`src/rtl/common.sv`:
```
// Shared bus types and reset vector for the instruction-side interface.
package common;

   localparam logic [63:0] PCINIT = 64'h8000_0000;

   typedef struct packed {
      logic        valid;
      logic [63:0] addr;
   } ibus_req_t;

   typedef struct packed {
      logic        addr_ok;
      logic        data_ok;
      logic [31:0] data;
   } ibus_resp_t;

endpackage

```
`src/rtl/pipes.sv`:
```
// Pipeline-stage payload types and the fetch controller state encoding.
package pipes;

   typedef struct packed {
      logic [31:0] instr;
      logic [63:0] pc;
      logic        valid;
   } fetch_data_t;

   typedef enum logic [1:0] {
      StIdle,
      StFetch,
      StHold,
      StDiscard
   } fetch_state_t;

endpackage

```
`src/rtl/pcselect.sv`:
```
// Next program counter: redirect target wins over sequential advance, else hold.
module pcselect (
   input  logic [63:0] pc,
   input  logic        advance,
   input  logic        redirect,
   input  logic [63:0] redirect_pc,
   output logic [63:0] next_pc
);

   always_comb begin
      next_pc = pc;
      if (redirect) begin
         next_pc = redirect_pc;
      end else if (advance) begin
         next_pc = pc + 64'd4;
      end
   end

endmodule

```
`src/rtl/fetch_unit.sv`:
```
// Single-outstanding instruction fetch controller with redirect and one-entry output hold.
module fetch_unit
   import pipes::*;
#(
   parameter logic [63:0] PCINIT = common::PCINIT
) (
   input  logic               clk,
   input  logic               reset,
   output common::ibus_req_t  ireq,
   input  common::ibus_resp_t iresp,
   input  logic               stall,
   input  logic               redirect,
   input  logic [63:0]        redirect_pc,
   output fetch_data_t        dataF
);

   fetch_state_t state_q, state_d;
   logic [63:0]  pc_q, pc_d;
   logic [63:0]  pend_q, pend_d;
   fetch_data_t  data_q, data_d;
   logic         advance;
   logic         take_redirect;
   logic         unused_addr_ok;

   assign unused_addr_ok = iresp.addr_ok;

   pcselect u_pcselect (
      .pc          (pc_q),
      .advance     (advance),
      .redirect    (take_redirect),
      .redirect_pc (redirect_pc),
      .next_pc     (pc_d)
   );

   always_comb begin
      state_d       = state_q;
      pend_d        = pend_q;
      data_d        = data_q;
      advance       = 1'b0;
      take_redirect = 1'b0;
      ireq.valid    = 1'b0;
      ireq.addr     = pc_q;
      unique case (state_q)
         StIdle: begin
            state_d = StFetch;
         end
         StFetch: begin
            ireq.valid = 1'b1;
            if (iresp.data_ok) begin
               if (redirect) begin
                  take_redirect = 1'b1;
               end else begin
                  data_d.instr = iresp.data;
                  data_d.pc    = pc_q;
                  data_d.valid = 1'b1;
                  advance      = 1'b1;
                  state_d      = StHold;
               end
            end else if (redirect) begin
               // Request must still complete at its original address.
               pend_d        = pc_q;
               take_redirect = 1'b1;
               state_d       = StDiscard;
            end
         end
         StDiscard: begin
            ireq.valid    = 1'b1;
            ireq.addr     = pend_q;
            take_redirect = redirect;
            if (iresp.data_ok) begin
               state_d = StFetch;
            end
         end
         StHold: begin
            if (redirect) begin
               data_d.valid  = 1'b0;
               take_redirect = 1'b1;
               state_d       = StFetch;
            end else if (!stall) begin
               data_d.valid = 1'b0;
               state_d      = StFetch;
            end
         end
         default: begin
            state_d = StIdle;
         end
      endcase
   end

   always_ff @(posedge clk or posedge reset) begin
      if (reset) begin
         state_q <= StIdle;
         pc_q    <= PCINIT;
         pend_q  <= '0;
         data_q  <= '0;
      end else begin
         state_q <= state_d;
         pc_q    <= pc_d;
         pend_q  <= pend_d;
         data_q  <= data_d;
      end
   end

   assign dataF = data_q;

endmodule
```
`config.mk`:
```
export PLATFORM = sky130hd
export DESIGN_NAME = fetch_unit
export DESIGN_NICKNAME = d
export VERILOG_FILES = /design/src/rtl/common.sv /design/src/rtl/pipes.sv /design/src/rtl/pcselect.sv /design/src/rtl/fetch_unit.sv
export SDC_FILE = /design/constraint.sdc
export NUM_CORES = 1
export LEC_CHECK = 0
export CAP_MARGIN = 5
export CORE_ASPECT_RATIO = 2
export CORE_UTILIZATION = 35
export CTS_BUF_LIST = sky130_fd_sc_hd__clkbuf_2
export DETAILED_ROUTE_END_ITERATION = 12
export GPL_ROUTABILITY_DRIVEN = 0
export PLACE_DENSITY = 0.63
export SLEW_MARGIN = 20
export SYNTH_ARGS = -nofsm -noshare
export SYNTH_HDL_FRONTEND = slang
export SYNTH_SLANG_ARGS = --single-unit
```
`constraint.sdc`:
```
create_clock -name clk -period 10.4 [get_ports clk]
set_input_delay 2.08 -clock clk [delete_from_list [all_inputs] [get_ports clk]]
set_output_delay 2.08 -clock clk [all_outputs]
set_load 0.01 [all_outputs]
```
==> Word level (Yosys, flattened, before mapping) <==
Cells that the tools add are included.
{ "word_totals": {"elab_cells": 48, "output_inout_bits": 162, "input_bits": 102, "register_bits": 227} }
{ "classes": {"addsub": 1, "muxes": 21, "n_eq_ne": 9, "bitwise": 2, "reduce_logical": 9} }
{ "op_table": {"columns": ["operator", "count"], "rows": [
  ["64-bit 2-to-1 mux", 3],
  ["64-bit by 3-bit adder with 64-bit output (second input constant)", 1],
  ["2-bit 2-to-1 mux", 6],
  ["1-bit 2-to-1 mux", 9],
  ["3-bit != test (second input constant)", 3],
  ["2-bit one-hot mux with 4 select lines", 1],
  ["4-bit AND reduction", 2],
  ["2-bit != test (second input constant)", 3],
  ["3-bit AND reduction", 2],
  ["2-bit equality test (second input constant)", 2],
  ["1-bit one-hot mux with 2 select lines", 2],
  ["2-bit nonzero test", 2],
  ["2-bit OR reduction", 2],
  ["2-bit by 1-bit equality test with 1-bit output (second input constant)", 1],
  ["2-bit zero test", 1],
  ["1-bit inverter", 2]
]} }

==> Logic depth before layout (Yosys ltp) <==
{ "depth": {"word_depth": 5, "mapped_depth": 8} }

==> Cells and area by module <==
From an unflattened synthesis, not the netlist that was laid out.
{ "unflattened": {"hier_cells": 872, "area_unflattened_um2": 10697.8} }
{ "modules_own_cells": {"columns": ["mod", "cells_per_inst", "n_inst", "area_per_inst_um2"], "rows": [
  ["fetch_unit", 491, 1, 8473.1],
  ["pcselect", 381, 1, 2224.6]
]} }

==> Worst setup path before layout <==
Ideal clock, no wire load.
{ "synth_timing": {"kind": "input to register", "from": "input redirect", "to": "register pc_q[53]", "cell_stages": 6, "slack_ps": 6671, "arrival_time_ps": 3647, "setup_ps": 82, "path_cell_list": "nand4bb_1 > nor4_2 > nand3_1 > clkbuf_1 > or3_1 > a31oi_1"} }
{ "synth_via": {"elab_chain_len": 4} }
{ "synth_rtl": {"columns": ["element", "line", "source"], "rows": [
  ["from (decl)", "fetch_unit.sv:12", "input logic redirect,"],
  ["1-bit 2-to-1 mux", "fetch_unit.sv:50", "if (redirect) begin"],
  ["1-bit 2-to-1 mux", "fetch_unit.sv:49", "if (iresp.data_ok) begin"],
  ["1-bit 2-to-1 mux", "fetch_unit.sv:43", "unique case (state_q)"],
  ["2-bit nonzero test (no line)", null, null],
  ["to (signal assigned)", "fetch_unit.sv:98", "pc_q <= pc_d;"],
  ["to (decl)", "fetch_unit.sv:18", "logic [63:0] pc_q, pc_d;"]
]} }
Several ways; a longest one is shown, not always the timed one.
A chain may end at the register's enable or synchronous reset.

==> summary.md <==
Before antenna repair, the detailed router went through 5 iterations. The slew at the pin with the worst max-slew slack was 1.05 ns; the global-route usage over all layers was 0.221. The synthesized netlist occupies a cell area of 10,800 um^2. The final period utilization works out to 0.520. The sequential cell area fraction in the yosys report was 0.526. Library cell with the highest instance count after synthesis: sky130_fd_sc_hd__nand2_1. The switching power was 1.02 mW. The area of the die was 31,600 um^2; the hold buffer count at CTS was 0. Averaged over all synthesized cells, the footprint is 9.69 um^2. The run gives 0.355 as the part of the total power dissipated in combinational logic.

For the wire length reported by the detailed router, the log shows 34,300 um. Final count of negative-setup-slack endpoints: 0. The initial antenna violation count is 9, and the final net count is 1,465.

Fraction of post-synthesis cell area in the top cell type by area: 0.523. Arrival time of data at the critical path endpoint: 3.33 ns. Input and output buffers added on the ports amount to 262. The run gives 0 as the count of buffers added by post-CTS timing repair for setup. The logs give 0.480 ns for the worst hold margin and 9,440 for the via count of the first global-routing pass. TritonCTS built the clock tree. The die is 126 um wide. The effective utilization at floorplan is 0.357. For this run the aggregate overflow at the end of global routing stands at 0. The clock network fraction of design power was 0.199. Measured along the y axis, the die boundary spans 251 um. The clock passes through at most 3 buffers. Synthesis produced a netlist with a net count of 1,219. The maximum VDD drop was 0.108 mV. The clock tree skew after final layout was 0.106 ns; the switching power as a share of total power was 0.341. The detailed router's first-iteration violation count was 520. The post-detailed-route wirelength per cell is 19.3 um, and the aggregate negative setup slack is 0 ns. The register share of total power was 0.445.

The biggest area contributor in the post-synthesis netlist is sky130_fd_sc_hd__dfrtp_1. In this run the worst path has a maximum fanout of 64. The filler cell count is 2,913. The later pin in the worst-skew pair is clocked with a latency of 0.93 ns. For the relative max-transition margin, the log shows 0.294.

The required time at the worst-slack endpoint came out at 8.32 ns. Internal power of the cells: 1.98 mW. At the placement stage, the worst setup path has a slack of 4.84 ns.

The fraction of layout instances using a drive strength above 1 is 0.169. The H-tree generated during clock tree synthesis spans 2 levels. The post-synthesis to final-layout area growth is 31.6%.

Setup repair after global routing left no endpoint under its margin. The number of synthesized register bits is 227. The critical setup path kind is register to primary output. The floorplan has 90 rows. The share of synthesized flip-flops with an asynchronous set or reset was 1.00; the number of enable flip-flop cells after synthesis was 0. Across the run, the number of max-cap violations was 0. On the worst path, the slowest cell contributes a delay of 0.70 ns.

Yosys mapped the design onto 54 distinct sky130hd cell types. The total of warnings raised by yosys was 0. Among all flip-flop cells after synthesis, the most frequent one is sky130_fd_sc_hd__dfrtp_1. In this run the count of I/O pins placed on the die edge is 264. The total area inside the core boundary comes to 30,300 um^2. The first global-routing pass estimated 53,800 um of wire. The tools report the post-cts sizing count as 0. The path class of the tightest hold or removal check is register to register. In this run the power density over the cells is 211 nW/um^2.

The gate count after technology mapping was 1,116. The startpoint type of the worst setup path is a register. STA classifies the critical path endpoint as a primary output.

Once routing completed, OpenROAD measured the worst setup slack at 4.99 ns. Pin count of the biggest net entering global routing: 100. Clock-pin slew was measured on the worst setup and hold paths at 0.10 ns.

CTS placed an instance of sky130_fd_sc_hd__clkbuf_2 at the clock tree root. Ranked by total cell area, the synthesized netlist is headed by sky130_fd_sc_hd__dfrtp_1 52%, sky130_fd_sc_hd__mux2_2 13%, sky130_fd_sc_hd__nand2_1 11%, sky130_fd_sc_hd__clkbuf_1 2.2%, sky130_fd_sc_hd__nor2_1 2.0%. TritonCTS created 52 clock buffers. The tools report the number of clock sinks as 227. For this design, the slowest cell found on the critical path is sky130_fd_sc_hd__dfrtp_1.

After synthesis, the most frequently instantiated cells are 329 x sky130_fd_sc_hd__nand2_1, 226 x sky130_fd_sc_hd__dfrtp_1, 129 x sky130_fd_sc_hd__mux2_2, 63 x sky130_fd_sc_hd__clkbuf_1, 58 x sky130_fd_sc_hd__nor2_1. Detailed-route via count: 9,417. The final-report hold violation count was 0; the post-layout minimum cycle time was 5.41 ns.

The via density per instance is 5.30. Once detailed placement completed, the half-perimeter wirelength came to 23,600 um. The analysis attributes to cell leakage a power of 6.08 nW.

For this run, the top clock speed supported by timing is 185 MHz. The number of slew-limit violations in the final report came out at 0. Traced cell by cell, the critical path runs through nand2_4 -> mux2_2 -> clkdlybuf4s50_1.

The run finished with clean final reports. In this run the remaining antenna-violating nets after routing total 0. For this run, design rule violations remaining after detail routing come to 0.
## power by group through the flow
stage | Combinational [mW] | Clock [mW] | Sequential, mW
detailed placement | 1.08 | 0 | 1.35
finish | 1.07 | 0.598 | 1.34
global route | 1.15 | 0.658 | 1.38
global placement | 1.07 | 0 | 1.34
floorplan | 0.488 | 0 | 1.34
CTS | 1.08 | 0.623 | 1.34
## path summary, 6_finish.rpt
check / cells past startpoint / startpoint / slack, ns / to
max in group asynchronous: 3 / reset / 7.25 / pend_q[35]
worst min-delay path: 2 / dataF[23] / 0.48 / dataF[23]
worst min register to register: 2 / dataF[23] / 0.48 / dataF[23]
worst max-delay path: 3 / state_q[0] / 4.99 / ireq[44]
min in group asynchronous: 2 / reset / 1.68 / dataF[0]
worst max register to register: 5 / state_q[0] / 7.06 / pc_q[48]
## worst max-delay path: cells and delay by family, from the launching register on
family | cells | cell delay, ns
DFF | 1 | 0.70
and+or+nand+nor | 1 | 0.65
buffers and inverters | 1 | 0.53
muxes | 1 | 0.51
## final cells by class
cell class | count | area (um^2) | area share
clock inverters | 17 | 104 | 0.00730
inverters | 10 | 45.0 | 0.00317
multi-input cells | 798 | 4830 | 0.339
well taps | 368 | 460 | 0.0324
repair buffers | 273 | 2710 | 0.190
diodes | 9 | 22.5 | 0.00158
clock buffers | 76 | 380 | 0.0267
flip-flops and latches | 227 | 5680 | 0.399
## flip-flops by register name (all words and copies together), names as in the netlist
signal / cells
pc_q: 64
dataF: 97
state_q: 2
pend_q: 64
## cells by family after synthesis
kind of cell / synth area share
flops: 0.526
fa+ha+maj: 0.00116
simple gates: 0.222
compound gates: 0.0710
xor+xnor: 0.0105
mux: 0.137
buf+inv: 0.0325
## per-layer routing
metal / vias to the layer above / global-route usage / share of wire
li1: 4406 / - / -
met1: 4629 / 0.243 / 0.37
met2: 303 / 0.396 / 0.54
met3: 79 / 0.0342 / 0.044
met4: 0 / 0.133 / 0.045
met5: - / 0 / 0
## placed cells by master (no fill, tap or decap), types with 16 or more instances in the layout
| cell | synthesis | layout |
|---|---|---|
| sky130_fd_sc_hd__dfrtp_1 | 226 | 226 |
| sky130_fd_sc_hd__nand2_1 | 329 | 328 |
| sky130_fd_sc_hd__nor2_1 | 58 | 58 |
| sky130_fd_sc_hd__a31oi_1 | 17 | 17 |
| sky130_fd_sc_hd__mux2_2 | 129 | 129 |
| sky130_fd_sc_hd__nand4_1 | 31 | 31 |
| sky130_fd_sc_hd__clkdlybuf4s50_1 | 0 | 262 |
| sky130_fd_sc_hd__clkbuf_2 | 1 | 76 |
| sky130_fd_sc_hd__nor4_1 | 16 | 16 |
| sky130_fd_sc_hd__o21ai_0 | 35 | 34 |
| sky130_fd_sc_hd__nand3_1 | 30 | 30 |
| sky130_fd_sc_hd__nor3_1 | 21 | 21 |
## stage by stage
step / area, um^2 / total power [mW] / cells / utilization
2_1_floorplan: 10800 / 1.83 / 1116 / -
3_3_place_gp: 13700 / 2.41 / 1676 / 0.453
3_5_place_dp: 13700 / 2.43 / 1676 / 0.453
4_1_cts: 14200 / 3.04 / 1769 / 0.469
5_1_grt: 14200 / 3.19 / 1778 / 0.470
6_report: 14200 / 3.00 / 1778 / 0.470
(Power assumes the default switching activity.)
